==> src/rtl/uart_tx_arbiter.sv <==
// Round-robin arbiter feeding bytes from NUM_REQ requesters to a single UART
// transmitter, with optional channel locking and a busy-handshake timeout.
module uart_tx_arbiter #(
  parameter int NUM_REQ      = 4,
  parameter int BUSY_TIMEOUT = 4
) (
  input  logic                       i_clk,
  input  logic                       i_rst_n,
  input  logic [NUM_REQ-1:0]         req_valid,
  input  logic [8*NUM_REQ-1:0]       req_data,
  input  logic [NUM_REQ-1:0]         req_lock,
  output logic [NUM_REQ-1:0]         req_ready,
  output logic [7:0]                 tx_data,
  output logic                       tx_strobe,
  input  logic                       tx_busy,
  output logic [$clog2(NUM_REQ)-1:0] grant_id,
  output logic                       locked,
  output logic                       err_timeout
);

  localparam int GW = $clog2(NUM_REQ);
  localparam int CW = (BUSY_TIMEOUT > 1) ? $clog2(BUSY_TIMEOUT) : 1;

  localparam logic [1:0] ST_IDLE      = 2'd0;
  localparam logic [1:0] ST_ISSUE     = 2'd1;
  localparam logic [1:0] ST_WAIT_BUSY = 2'd2;
  localparam logic [1:0] ST_WAIT_DONE = 2'd3;

  logic [1:0]         state;
  logic [1:0]         state_nxt;
  logic [CW-1:0]      wait_cnt;
  logic [NUM_REQ-1:0] grant_mask;
  logic [NUM_REQ-1:0] eligible;
  logic               win_found;
  logic [GW-1:0]      win_idx;
  logic [7:0]         win_byte;
  logic               win_lock;
  logic               accept;
  logic               lock_release;
  logic               timeout;

  // Search order starts just after the last grant and wraps modulo NUM_REQ,
  // so non-power-of-two requester counts never reach a phantom index.
  always_comb begin : arbitrate
    // NOTE: every signal written in always_comb gets a default first; a path
    // that leaves one unassigned would infer a latch.
    grant_mask = '0;
    win_found  = 1'b0;
    win_idx    = '0;
    for (int i = 0; i < NUM_REQ; i++) begin
      grant_mask[i] = (grant_id == GW'(i));
    end
    eligible = locked ? (req_valid & grant_mask) : req_valid;
    for (int k = 1; k <= NUM_REQ; k++) begin
      for (int i = 0; i < NUM_REQ; i++) begin
        if (!win_found && eligible[i] && ((int'(grant_id) + k) % NUM_REQ == i)) begin
          win_found = 1'b1;
          win_idx   = GW'(i);
        end
      end
    end
  end

  always_comb begin : winner_mux
    win_byte = '0;
    win_lock = 1'b0;
    for (int i = 0; i < NUM_REQ; i++) begin
      if (win_idx == GW'(i)) begin
        win_byte = req_data[8*i +: 8];
        win_lock = req_lock[i];
      end
    end
  end

  assign accept       = (state == ST_IDLE) && !tx_busy && win_found;
  assign lock_release = (state == ST_IDLE) && locked && ((req_valid & grant_mask) == '0);
  assign timeout      = (state == ST_WAIT_BUSY) && !tx_busy &&
                        (wait_cnt == CW'(BUSY_TIMEOUT - 1));

  // Acceptance is visible in the IDLE cycle itself; gated by reset so no
  // requester sees a handshake while the block is being cleared.
  always_comb begin : ready_decode
    req_ready = '0;
    for (int i = 0; i < NUM_REQ; i++) begin
      req_ready[i] = accept && i_rst_n && (win_idx == GW'(i));
    end
  end

  always_comb begin : next_state
    state_nxt = state;
    unique case (state)
      ST_IDLE:      if (accept) state_nxt = ST_ISSUE;
      ST_ISSUE:     state_nxt = ST_WAIT_BUSY;
      ST_WAIT_BUSY: begin
        if (tx_busy)      state_nxt = ST_WAIT_DONE;
        else if (timeout) state_nxt = ST_IDLE;
      end
      ST_WAIT_DONE: if (!tx_busy) state_nxt = ST_IDLE;
      default:      state_nxt = ST_IDLE;
    endcase
  end

  // NOTE: sequential state uses non-blocking assignments so every flop samples
  // the pre-edge value of the others regardless of statement order.
  always_ff @(posedge i_clk) begin
    if (!i_rst_n) begin
      state       <= ST_IDLE;
      tx_strobe   <= 1'b0;
      tx_data     <= '0;
      locked      <= 1'b0;
      err_timeout <= 1'b0;
      grant_id    <= GW'(NUM_REQ - 1);
      wait_cnt    <= '0;
    end else begin
      state     <= state_nxt;
      tx_strobe <= accept;
      if (accept) begin
        tx_data  <= win_byte;
        grant_id <= win_idx;
        locked   <= win_lock;
      end else if (lock_release || timeout) begin
        locked <= 1'b0;
      end
      if (timeout) begin
        err_timeout <= 1'b1;
      end
      // Counts busy-low cycles spent waiting after the strobe.
      if (state == ST_WAIT_BUSY) begin
        wait_cnt <= wait_cnt + CW'(1);
      end else begin
        wait_cnt <= '0;
      end
    end
  end

endmodule

==> config.mk <==
export PLATFORM = sky130hd
export DESIGN_NAME = uart_tx_arbiter
export DESIGN_NICKNAME = d
export VERILOG_FILES = /design/src/rtl/uart_tx_arbiter.sv
export SDC_FILE = /design/constraint.sdc
export NUM_CORES = 1
export LEC_CHECK = 0
export ABC_AREA = 1
export CORE_ASPECT_RATIO = 0.6
export CORE_UTILIZATION = 34
export CTS_CLUSTER_DIAMETER = 80
export CTS_CLUSTER_SIZE = 40
export DETAILED_ROUTE_END_ITERATION = 7
export PLACE_DENSITY = 0.64
export SETUP_SLACK_MARGIN = 0.5
export SLEW_MARGIN = 0
export SYNTH_ARGS = -nofsm -noshare
export SYNTH_HDL_FRONTEND = slang
export SYNTH_SLANG_ARGS = --single-unit
export TNS_END_PERCENT = 10
==> constraint.sdc <==
create_clock -name i_clk -period 4.8 [get_ports i_clk]
set_clock_uncertainty 0.15 [all_clocks]
set_input_delay 1.44 -clock i_clk [delete_from_list [all_inputs] [get_ports i_clk]]
set_output_delay 1.44 -clock i_clk [all_outputs]
set_load 0.01 [all_outputs]
### Word-level counts from Yosys, hierarchy flattened

Cells that the tools add are included.

| word-level totals | value |
|---|---|
| bits in registers | 17 |
| logic and storage cells | 163 |

| cells by class | value |
|---|---|
| $add $sub $neg | 5 |
| equality and inequality tests | 25 |
| muxes and demuxes | 47 |
| bitwise logic cells | 5 |
| reduce and logical (&&, ||, !) cells | 74 |

Operators with widths:

| kind | count |
|---|---|
| $logic_not A32 Y1 | 4 |
| $logic_and A1 B1 Y1 | 42 |
| $mux W2 | 18 |
| $mux W8 | 4 |
| $eq A3 B3 Y1 const B | 8 |
| $mux W1 | 23 |
| $logic_not A1 Y1 | 16 |
| $eq A2 B2 Y1 const B | 7 |
| $eq A3 B2 Y1 const B | 4 |
| $pmux W2 S4 | 1 |
| $reduce_or A2 Y1 | 4 |
| $add A2 B1 Y2 const B | 3 |
| $eq A2 B1 Y1 const B | 3 |
| $logic_not A2 Y1 | 3 |
| $add A2 B2 Y2 const B | 2 |
| $and A1 B1 Y1 const A | 4 |
| $and A4 B4 Y4 | 1 |
| $logic_not A4 Y1 | 1 |
| $mux W4 | 1 |
| $ne A2 B2 Y1 const B | 2 |
| $ne A3 B3 Y1 const B | 1 |
| $reduce_and A3 Y1 | 1 |
| $reduce_and A2 Y1 | 1 |
| $reduce_bool A2 Y1 | 1 |
| $logic_or A1 B1 Y1 | 1 |

### Longest topological paths before layout

Gate-level depths: netlist (run 1).

| logic depth | value |
|---|---|
| word-level depth | 72 |
| depth in mapped cells | 19 |
| depth with buffers taken out | 18 |

### Least setup slack after synthesis (run 1)

No wires, ideal clock.

| timing | value |
|---|---|
| kind | input port to output port |
| start | input req_valid[3] |
| end | output req_ready[1] |
| arrival | 2.924 ns |
| data required time | 3.210 ns |
| slack | 0.286 ns |
| stages | 16 |
| path buffers | 0 |
| cells stage by stage | inv_1 > nor2_1 > nand2_1 > nand2_2 > inv_2 > nand3_2 > nor2_4 > nand4_4 > nor2_4 > nand2_2 > inv_2 > nand2_2 > nand3_4 > nor2_1 > inv_1 > nor3_1 |

| between the ends | value |
|---|---|
| longest elaborated chain between the ends | 56 |
| elaborated cells between the ends (all ways) | 70 |
| classes of those cells | eq/ne (1); mux (27); bitwise (1); reduce/logical (41) |

RTL lines:

| element | line | RTL |
|---|---|---|
| from (decl) | 9 | `input logic [NUM_REQ-1:0] req_valid,` |
| $and A4 B4 Y4 | 53 | `eligible = locked ? (req_valid & grant_mask) : req_valid;` |
| $mux W4 * | 53 |  |
| $logic_and A1 B1 Y1 (2 in a row) | 56 | `if (!win_found && eligible[i] && ((int'(grant_id) + k) % NUM_REQ == i)) begin` |
| $mux W1 | 56 |  |
| $logic_not A1 Y1 | 56 |  |
| $logic_and A1 B1 Y1 (2 in a row) | 56 |  |
| $mux W1 | 56 |  |
| $logic_not A1 Y1 | 56 |  |
| (+36 left out) | - |  |
| $logic_and A1 B1 Y1 (2 in a row) | 56 |  |
| $mux W1 | 56 |  |
| $logic_not A1 Y1 | 56 |  |
| $logic_and A1 B1 Y1 (2 in a row) | 56 |  |
| $mux W1 | 56 |  |
| $logic_and A1 B1 Y1 | 75 | `assign accept = (state == ST_IDLE) && !tx_busy && win_found;` |
| $logic_and A1 B1 Y1 | 85 | `req_ready[i] = accept && i_rst_n && (win_idx == GW'(i));` |
| $logic_and A1 B1 Y1 * | 85 |  |
| to (decl) | 12 | `output logic [NUM_REQ-1:0] req_ready,` |

Mark *: on every way between the ends. The rest lies on a longest branch, timed or not.

### Worst setup path in the final report (run 1)

Ends and elaborated chain as after synthesis.

==> metrics.md, run 1 <==
| Metric | Value |
|---|---|
| Rel. slew slack | 69.4% |
| Status | finished clean |
| Sequential share of the synthesized area | 23.0% |
| Final core occ | 62.8% |
| N_diodes | 0 |
| # Max-Cap Violations | 0 |
| Vias per cell | 4.52 |
| Htree depth | 1 |
| Placed Cells incl. Taps | 365 |
| Path type of the worst setup path | in2out |
| Mean Syn Cell Area | 6.75 um^2 |
| Top_reg_cell synth | dfxtp_1 |
| Via count | 1718 |
| Die area | 4620 um^2 |
| Initial DRC Count | 37 |
| Most frequent cell after synthesis | nand2_1 |
| Core area | 4140 um^2 |
| Final setup margin | 0.140 ns |
| Routed wire length | 4420 um |
| Fraction of registers with async set/reset | 0% |
| First-pass GRT wire length | 7450 um |
| Layout cells sized above 1 | 34.7% |
| CTS root buf | clkbuf_8 |
| Num ports | 60 |
| Hold crit path type | reg2reg |
| Initial antenna violation count | 0 |
| Dpl ws | -0.766 ns |
| Pin count of the biggest net entering global routing | 16 |
| Fin. Hold Viols | 0 |
| Maximum vdd drop | 0.456 mV |
| Worst hold start | wait_cnt[0]$_SDFF_PN0_ |
| PortBufs | 59 |
| DRC Markers | 0 |
| Clk buf depth | 2 |
| Layout area overhead | 76.1% |
| Synth Cell Area | 1480 um^2 |
| EDFF count, synth | 0 |
| Fill cells | 375 |
| Die Wd | 87.1 um |
| Iteration count of the initial detailed-routing pass | 4 |
| Final Non-Filler Cells | 380 |
| Placer Congestion | 0.887 |
| CP startpoint kind | primary input |
| PD cells | 764 nW/um^2 |
| Nets | 365 |
| CTS Buf Count | 3 |
| Final min period | 4.66 ns |
| Period utilisation layout | 97.1% |
| Initial core utilization | 35.7% |
| RSZ-0062 raised after global routing | true |
| DRT antenna net count | 0 |
| Top cell type by total area after synthesis | dfxtp_1 |
| Critical Path AT | 3.07 ns |
| Setup crit end kind | primary output |
| Crit. Startpoint | req_valid[3] |
| Worst-path clk slew | 0.07 ns |
| Routed len/inst | 11.6 um |
| Die H | 53.1 um |
| Total GRT Usage | 21.0% |
| Share of the synthesized area in the top cell type | 23.0% |
| Ys Warns | 0 |
| Max-slew violations | 0 |
| Syn_nets | 263 |
| Synth Instances | 219 |
| Worst Tran Pin Value | 0.459 ns |
| Flop and latch count out of synthesis | 17 |
| Largest cells by area after synthesis | dfxtp_1 23%, nand2_1 12%, nor2_1 8.1% |
| Library cells used by synthesis | 32 |
| Critical path peak fanout | 5 |
| Leak | 1.14 nW |
| CTS tree | built |
| Final Setup Violations | 0 |
| Data required, critical path | 3.21 ns |
| Post-CTS Hold Buffers | 0 |
| Synth cell count leaders | 47 x nand2_1, 32 x nor2_1, 21 x inv_1 |
| Overflow after GRT | 0 |
| Clock Sinks | 17 |
| FP Rows | 18 |
| Dpl hpwl | 3510 um |
| Origin of the critical flop-to-flop path | grant_id[1]$_SDFFE_PN1P_ |
| Vias in the first global route | 1612 |
| Highest Clock Rate | 215 MHz |
| Worst-Skew Late Latency | 0.25 ns |
==> per-layer routing <==
| layer | GRT usage, % | up-vias | wire length [um] |
|---|---|---|---|
| met5 | 0 | - | 0 |
| met4 | 3.28 | 0 | 11 |
| met3 | 2.96 | 2 | 237 |
| met2 | 32.5 | 61 | 1850 |
| met1 | 31.3 | 737 | 2330 |
| li1 | - | 918 | - |
==> sequential cells by signal (all words and copies together) (netlist names) <==
| name | cells |
|---|---|
| tx_strobe | 1 |
| locked | 1 |
| grant_id | 2 |
| err_timeout | 1 |
| wait_cnt | 2 |
| state | 2 |
| tx_data | 8 |
==> area by class of cell <==
class / count / area (um^2) / area share (%)
Multi-Input combinational cell: 168 / 1090 / 41.9
Inverter: 31 / 139 / 5.34
Tap cell: 60 / 75.1 / 2.88
Timing Repair Buffer: 100 / 911 / 35.0
Clock inverter: 1 / 5.00 / 0.192
Clock buffer: 3 / 41.3 / 1.59
Sequential cell: 17 / 340 / 13.1
==> power by group <==
part / internal [W] / total, W / switching (W)
registers: 0.000196 / 0.000256 / 0.0000600
clock network: 0.0000577 / 0.000109 / 0.0000513
logic: 0.000767 / 0.00162 / 0.000857
==> critical path, stage by stage <==
cell and delay [ns]:
buf_6 0.10, inv_4 0.05, nor2_4 0.04, nand2_2 0.11, nand2_4 0.07, nor2_4 0.15
o211ai_4 0.11, nand3_2 0.12, buf_6 0.11, o21bai_4 0.07, nor2_8 0.15, nand2_8 0.08
buf_6 0.14, nor3_4 0.18, buf_2 0.15
==> path summary, 6_finish.rpt <==
check | cells after the start | slack (ns) | end
setup / recovery | 15 | 0.14 | req_ready[1]
hold / removal | 1 | 0.27 | wait_cnt[0]$_SDFF_PN0_
setup reg to reg | 18 | 1.95 | tx_data[4]$_SDFFE_PN0P_
hold reg to reg | 1 | 0.27 | wait_cnt[0]$_SDFF_PN0_
==> what timing repair did <==
| item | 4_1_cts | 5_1_grt |
|---|---|---|
| gates resized for setup | 51 | 1 |
| cloned | 0 | 0 |
| endpoints found under the setup margin | 4 | 4 |
| buffers inserted | 10 | 1 |
| hold endpoints to repair | 0 | 0 |
| pin swaps | 19 | 7 |
==> through the flow <==
step | area, um^2 | setup TNS (ns) | hold slack (ns) | total power, W
2_1_floorplan | 1570 | 0 | 0.247 | 0.00122
3_3_place_gp | 2420 | -2.75 | 0.264 | 0.00172
5_1_grt | 2600 | 0 | 0.292 | 0.00216
3_5_place_dp | 2420 | -2.87 | 0.267 | 0.00173
6_report | 2600 | 0 | 0.272 | 0.00199
4_1_cts | 2590 | 0 | 0.277 | 0.00199
==> kinds of logic after synthesis <==
logic type,after synthesis,synth area share (%)
buffers and inverters,34,10.2
AOI/OAI and AO/OA,26,11.9
adders and majority gates,1,0.847
DFF,17,23.0
and+or+nand+nor,141,54.1
==> cells in the final DEF, fill, tap and decap left out, drive strengths merged, types with 2 or more instances in the layout <==
cell and count:
a21oi 9, buf 49, clkbuf 3, clkdlybuf4s50 51, clkinv 3, dfxtp 17
inv 29, nand2 55, nand3 25, nand4 12, nor2 44, nor3 3
o211ai 3, o21ai 12, or2 2
Note: power is estimated with default switching activity, not from simulation.
==> run 2, diff against run 1 <==
==> constraint.sdc (replaced) <==
create_clock -name i_clk -period 4.8 [get_ports i_clk]
set_clock_uncertainty 0.15 [all_clocks]
set_input_delay 0.48 -clock i_clk [delete_from_list [all_inputs] [get_ports i_clk]]
set_output_delay 0.48 -clock i_clk [all_outputs]
set_load 0.01 [all_outputs]
==> metrics.md, run 2 (same netlist as run 1, synthesis figures left out) <==
| Metric | Value |
|---|---|
| Worst Tran Pin Value | 0.420 ns (was 0.459 ns) |
| Initial DRC Count | 74 (was 37) |
| CP max stage delay | 0.54 ns (was 0.18 ns) |
| Core area | 4140 um^2 (unchanged) |
| Commonest cells after routing, fill and taps aside | 59 x clkdlybuf4s50_1, 47 x nand2_1, 32 x nor2_1 (was 51 x clkdlybuf4s50_1, 43 x nand2_1, 37 x buf_4) |
| RSZ-0062 raised after global routing | false (was true) |
| R2R setup slack | 2.12 ns (was 1.95 ns) |
| Hold crit path type | reg2reg (unchanged) |
| Routed len/inst | 11.5 um (was 11.6 um) |
| DRT antenna net count | 0 (unchanged) |
| First-pass GRT wire length | 6610 um (was 7450 um) |
| Largest Register | tx_data (unchanged) |
| Vias in the first global route | 1461 (was 1612) |
| Dpl hpwl | 3320 um (was 3510 um) |
| PD cells | 712 nW/um^2 (was 764 nW/um^2) |
| Die area | 4620 um^2 (unchanged) |
| Critical path peak fanout | 15 (was 5) |
| CP bufs+invs | 4 (was 5) |
| Layout area overhead | 45.8% (was 76.1%) |
| Data required, critical path | 4.17 ns (was 3.21 ns) |
| Status | finished with violations (was finished clean) |
| Placed Cells incl. Taps | 335 (was 365) |
| Highest Clock Rate | 268 MHz (was 215 MHz) |
| Nets | 324 (was 365) |
| Vias per cell | 4.60 (was 4.52) |
| Worst-path clk slew | 0.06 ns (was 0.07 ns) |
| Period utilisation layout | 77.8% (was 97.1%) |
| Worst hold slack | 0.277 ns (was 0.272 ns) |
| Fill cells | 417 (was 375) |
| Final min period | 3.74 ns (was 4.66 ns) |
| Num ports | 60 (unchanged) |
| Die Wd | 87.1 um (unchanged) |
| CTS Buf Count | 3 (unchanged) |
| Clk buf depth | 2 (unchanged) |
| Die H | 53.1 um (unchanged) |
| PortBufs | 59 (unchanged) |
| Layout cells sized above 1 | 15.1% (was 34.7%) |
| CTS tree | built (unchanged) |
| Via count | 1561 (was 1718) |
| FP Rows | 18 (unchanged) |
| Setup TNS | 0 ns (unchanged) |
| Path type of the worst setup path | in2out (unchanged) |
| CP startpoint kind | primary input (unchanged) |
| DRC Markers | 1 (was 0) |
| Setup crit end kind | primary output (unchanged) |
| Routed wire length | 3890 um (was 4420 um) |
| Setup bufs post-CTS | 0 (was 10) |
| Initial antenna violation count | 0 (unchanged) |
| Initial core utilization | 35.7% (unchanged) |
| Max reg flops | 8 (unchanged) |
| Post-CTS Hold Buffers | 0 (unchanged) |
| Fin. Hold Viols | 0 (unchanged) |
| Cells along the critical path | clkdlybuf4s50_1, inv_1, nor2_1, nand2_1, nand2_2, nor2_4, nand3_1, nand4_1, o21bai_4, nor2_8, nand2_8, nor2_4, inv_2, nor2_1, clkdlybuf4s50_1 (was buf_6, inv_4, nor2_4, nand2_2, nand2_4, nor2_4, o211ai_4, nand3_2, buf_6, o21bai_4, nor2_8, nand2_8, buf_6, nor3_4, buf_2) |
| Maximum vdd drop | 0.340 mV (was 0.456 mV) |
| Worst path top cell family by delay | simple AND/OR/NAND/NOR gates (unchanged) |
| Iteration count of the initial detailed-routing pass | 6 (was 4) |
| Placer Congestion | 0.825 (was 0.887) |
| Failing checks | design-rule violations |
| Htree depth | 1 (unchanged) |
| Crit-path slowest cell | clkdlybuf4s50_1 (was nor3_4) |
| Max-slew violations | 0 (unchanged) |
| Overflow after GRT | 0 (unchanged) |
| # Max-Cap Violations | 0 (unchanged) |
| CTS root buf | clkbuf_8 (unchanged) |
| Leak | 0.904 nW (was 1.14 nW) |
| Worst-Skew Late Latency | 0.25 ns (about the same) |
| Final Non-Filler Cells | 339 (was 380) |
| Critical Path AT | 3.11 ns (was 3.07 ns) |
| Clock Sinks | 17 (unchanged) |
| Rel. slew slack | 71.9% (was 69.4%) |
| Total GRT Usage | 18.6% (was 21.0%) |
| Final Setup Violations | 0 (unchanged) |
| Pin count of the biggest net entering global routing | 16 (unchanged) |
| N_diodes | 0 (unchanged) |
| Post-CTS sizing | 0 (was 51) |
| Most common cell after layout, fill and taps aside | clkdlybuf4s50_1 (unchanged) |
-- run 2: cell count changes in the layout (fill, tap and decap cells not counted), sizes merged --
cell	previous run	this run
buf	49	0
clkdlybuf4s50	51	59
clkbuf	3	4
clkinv	3	2
-- run 2: layer usage --
metal	track usage, %	wire length [um]
met1	27.9	2130
met2	26.1	1410
met3	5.62	340
met4	2.73	8
met5	0	0
-- run 2: worst reg2reg max path, stage by stage, from the launching register on --
cell and delay, ns:
dfxtp_1 0.55, inv_2 0.11, nor2_2 0.14, nand2_1 0.10, nand2_2 0.11, nor2_4 0.06
nand3_1 0.09, nand4_1 0.14, o21bai_4 0.22, nor2_8 0.15, nand2_8 0.12, nor2_4 0.22
inv_2 0.05, or2_0 0.23, nand3_2 0.10, a21oi_2 0.06
-- run 2: metrics by stage --
stage	power [W]	instance area, um^2	utilization, %	worst slack (ns)
after floorplan	0.00116	1480	-	2.21
after global placement	0.00143	2110	50.9	1.09
after detailed placement	0.00143	2110	50.9	1.10
after CTS	0.00154	2150	52.0	1.07
after global routing	0.00168	2150	52.0	0.841
final	0.00153	2150	52.0	1.06
-- run 2: layout make-up --
cell class | count | area, um^2 | share of cell area, %
clock buffers | 4 | 45.0 | 2.09
inverters | 31 | 116 | 5.40
multi-input cells | 168 | 987 | 45.8
flip-flops and latches | 17 | 340 | 15.8
well taps | 60 | 75.1 | 3.48
repair buffers | 59 | 591 | 27.4
-- run 2: worst paths after layout --
kind,start,to,cells after the start
setup reg to reg,grant_id[1]$_SDFFE_PN1P_,locked$_SDFFE_PN0P_,15
hold / removal,wait_cnt[0]$_SDFF_PN0_,wait_cnt[0]$_SDFF_PN0_,1
setup / recovery,req_valid[3],req_ready[0],15
hold reg to reg,wait_cnt[0]$_SDFF_PN0_,wait_cnt[0]$_SDFF_PN0_,1
-- run 2: power by group --
part	switching, W	internal (W)	leakage, nW
logic	0.000725	0.000456	0.741
clock network	0.0000456	0.0000589	0.0228
registers	0.0000543	0.000196	0.140
total	0.000824	0.000710	0.904
==> run 3, diff against run 2 <==
==> constraint.sdc (replaced) <==
create_clock -name i_clk -period 3.8 [get_ports i_clk]
set_clock_uncertainty 0.15 [all_clocks]
set_input_delay 0.38 -clock i_clk [delete_from_list [all_inputs] [get_ports i_clk]]
set_output_delay 0.38 -clock i_clk [all_outputs]
set_load 0.01 [all_outputs]
==> metrics.md, run 3 (same netlist as run 1, synthesis figures left out) <==
| Metric | Value |
|---|---|
| Commonest cells after routing, fill and taps aside | 57 x clkdlybuf4s50_1, 47 x nand2_1, 29 x nor2_1 (was 59 x clkdlybuf4s50_1, 47 x nand2_1, 32 x nor2_1) |
| Worst hold slack | 0.274 ns (was 0.277 ns) |
| DRC Markers | 1 (unchanged) |
| Logic pwr share | 77.7% (was 76.9%) |
| Worst-Skew Late Latency | 0.26 ns (was 0.25 ns) |
| Seq pwr share | 15.7% (was 16.3%) |
| DRT antenna net count | 0 (unchanged) |
| Dpl hpwl | 3230 um (was 3320 um) |
| CP startpoint kind | primary input (unchanged) |
| CTS Buf Count | 3 (unchanged) |
| Period utilisation layout | 89.5% |
| CTS root buf | clkbuf_8 (unchanged) |
| Core area | 4140 um^2 (unchanged) |
| Worst-path clk slew | 0.06 ns (about the same) |
| Hold crit path type | reg2reg (unchanged) |
| Most common cell after layout, fill and taps aside | clkdlybuf4s50_1 (unchanged) |
| Setup crit end kind | primary output (unchanged) |
| Origin of the critical flop-to-flop path | locked$_SDFFE_PN0P_ (was grant_id[1]$_SDFFE_PN1P_) |
| Overflow after GRT | 0 (unchanged) |
| Iteration count of the initial detailed-routing pass | 6 (unchanged) |
| N_diodes | 0 (unchanged) |
| Htree depth | 1 (unchanged) |
| Num ports | 60 (unchanged) |
| Max-slew violations | 0 (unchanged) |
| Psw | 0.00108 W (was 0.000824 W) |
| PD cells | 930 nW/um^2 (was 712 nW/um^2) |
| RSZ-0062 raised after global routing | true (was false) |
| Vias in the first global route | 1364 (was 1461) |
| Setup TNS | 0 ns (unchanged) |
| Cell Int Power | 0.000961 W (was 0.000710 W) |
| Final min period | 3.40 ns |
| Clock Sinks | 17 (unchanged) |
| Status | finished with violations (unchanged) |
| Layout cells sized above 1 | 17.7% (was 15.1%) |
| Final Setup Violations | 0 (unchanged) |
| Fill cells | 427 (was 417) |
| Path type of the worst setup path | in2out (unchanged) |
| First-pass GRT wire length | 6450 um (was 6610 um) |
| Initial antenna violation count | 0 (unchanged) |
| Clk buf depth | 2 (unchanged) |
| Vias per cell | 4.64 (was 4.60) |
| Die H | 53.1 um (unchanged) |
| Critical path peak fanout | 7 (was 15) |
| R2R setup slack | 1.20 ns (was 2.12 ns) |
| Worst hold start | wait_cnt[0]$_SDFF_PN0_ (unchanged) |
| PortBufs | 59 (unchanged) |
| Clock share of power | 6.5% (was 6.8%) |
| Total GRT Usage | 18.1% (was 18.6%) |
| Final core occ | 53.1% (was 52.0%) |
| Nets | 327 (was 324) |
| CTS tree | built (unchanged) |
| Die area | 4620 um^2 (unchanged) |
| Layout area overhead | 48.9% (was 45.8%) |
| FP Rows | 18 (unchanged) |
| Highest Clock Rate | 294 MHz |
| Routed len/inst | 11.6 um (was 11.5 um) |
| Leak | 0.944 nW (was 0.904 nW) |
| Fin. Hold Viols | 0 (unchanged) |
| Largest Register | tx_data (unchanged) |
| Crit. Startpoint | req_valid[0] (was req_valid[3]) |
| Data required, critical path | 3.27 ns (was 4.17 ns) |
| Pin count of the biggest net entering global routing | 16 (unchanged) |
| Rel. slew slack | 69.9% (was 71.9%) |
| # Max-Cap Violations | 0 (unchanged) |
| Initial core utilization | 35.7% (unchanged) |
| Max reg flops | 8 (unchanged) |
| Via count | 1587 (was 1561) |
| Routed wire length | 3980 um (was 3890 um) |
| Die Wd | 87.1 um (unchanged) |
| Failing checks | design-rule violations (unchanged) |
| Switch share | 53.0% (was 53.7%) |
| Placer Congestion | 0.821 (was 0.825) |
| Initial DRC Count | 57 (was 74) |
| Worst Tran Pin Value | 0.450 ns (was 0.420 ns) |
| Maximum vdd drop | 0.405 mV (was 0.340 mV) |
| Critical Path AT | 2.87 ns (was 3.11 ns) |
run 3: repair_timing:
item | CTS | global route
endpoints found under the setup margin | 4 | 4
pin swaps | 0 | 2
setup buffers | 0 | 2
gates resized for setup | 5 | 3
hold buffers | 0 | 0
run 3: cell type report:
cell class              count  area [um^2]  share of cell area, %
clock buffers               3         41.3                   1.88
clock inverters             1         5.00                  0.227
inverters                  31          116                   5.29
well taps                  60         75.1                   3.41
multi-input cells         168         1010                   45.8
repair buffers             62          614                   27.9
flip-flops and latches     17          342                   15.5
run 3: worst max-delay path, stage by stage:
cell and delay, ns:
clkdlybuf4s50_1 0.48, inv_1 0.07, nor2_1 0.16, nand2_1 0.09, nand2_2 0.10, nor2_4 0.04, nand3_1 0.08, o211ai_1 0.11
clkinv_1 0.06, nand2_1 0.08, nor2_4 0.17, nand2_4 0.12, nor2_8 0.19, nand2_2 0.08, nor2_1 0.10, clkdlybuf4s50_1 0.54
run 3: per-layer routing:
metal  up-vias  wire (um)  track usage (%)  share of wire, %
li1        844          -                -                 -
met1       674       2120             28.1                53
met2        69       1470             23.6                37
met3         0        391             5.30               9.8
met4         0          0             3.28                 0
met5         -          0                0                 0
run 3: power by group through the flow:
stage                     Sequential [W]  Combinational, W  Clock (W)
after floorplan                 0.000323           0.00115          0
after global placement          0.000325           0.00152          0
after detailed placement        0.000321           0.00153          0
after CTS                       0.000320           0.00155   0.000139
after global routing            0.000331           0.00175   0.000146
final                           0.000322           0.00159   0.000134
run 3: worst paths after layout:
path                                           endpoint  depth (start not counted)
worst max-delay path                       req_ready[2]                         16
worst min-delay path             wait_cnt[0]$_SDFF_PN0_                          1
worst max register to register  tx_data[4]$_SDFFE_PN0P_                         16
worst min register to register   wait_cnt[0]$_SDFF_PN0_                          1
run 3: stage by stage:
step,cells,total power (W),setup slack [ns],area (um^2)
floorplan,219,0.00147,1.33,1480
global placement,336,0.00184,0.333,2120
detailed placement,336,0.00185,0.298,2120
CTS,340,0.00201,0.371,2180
global route,342,0.00223,0.192,2200
finish,342,0.00205,0.400,2200
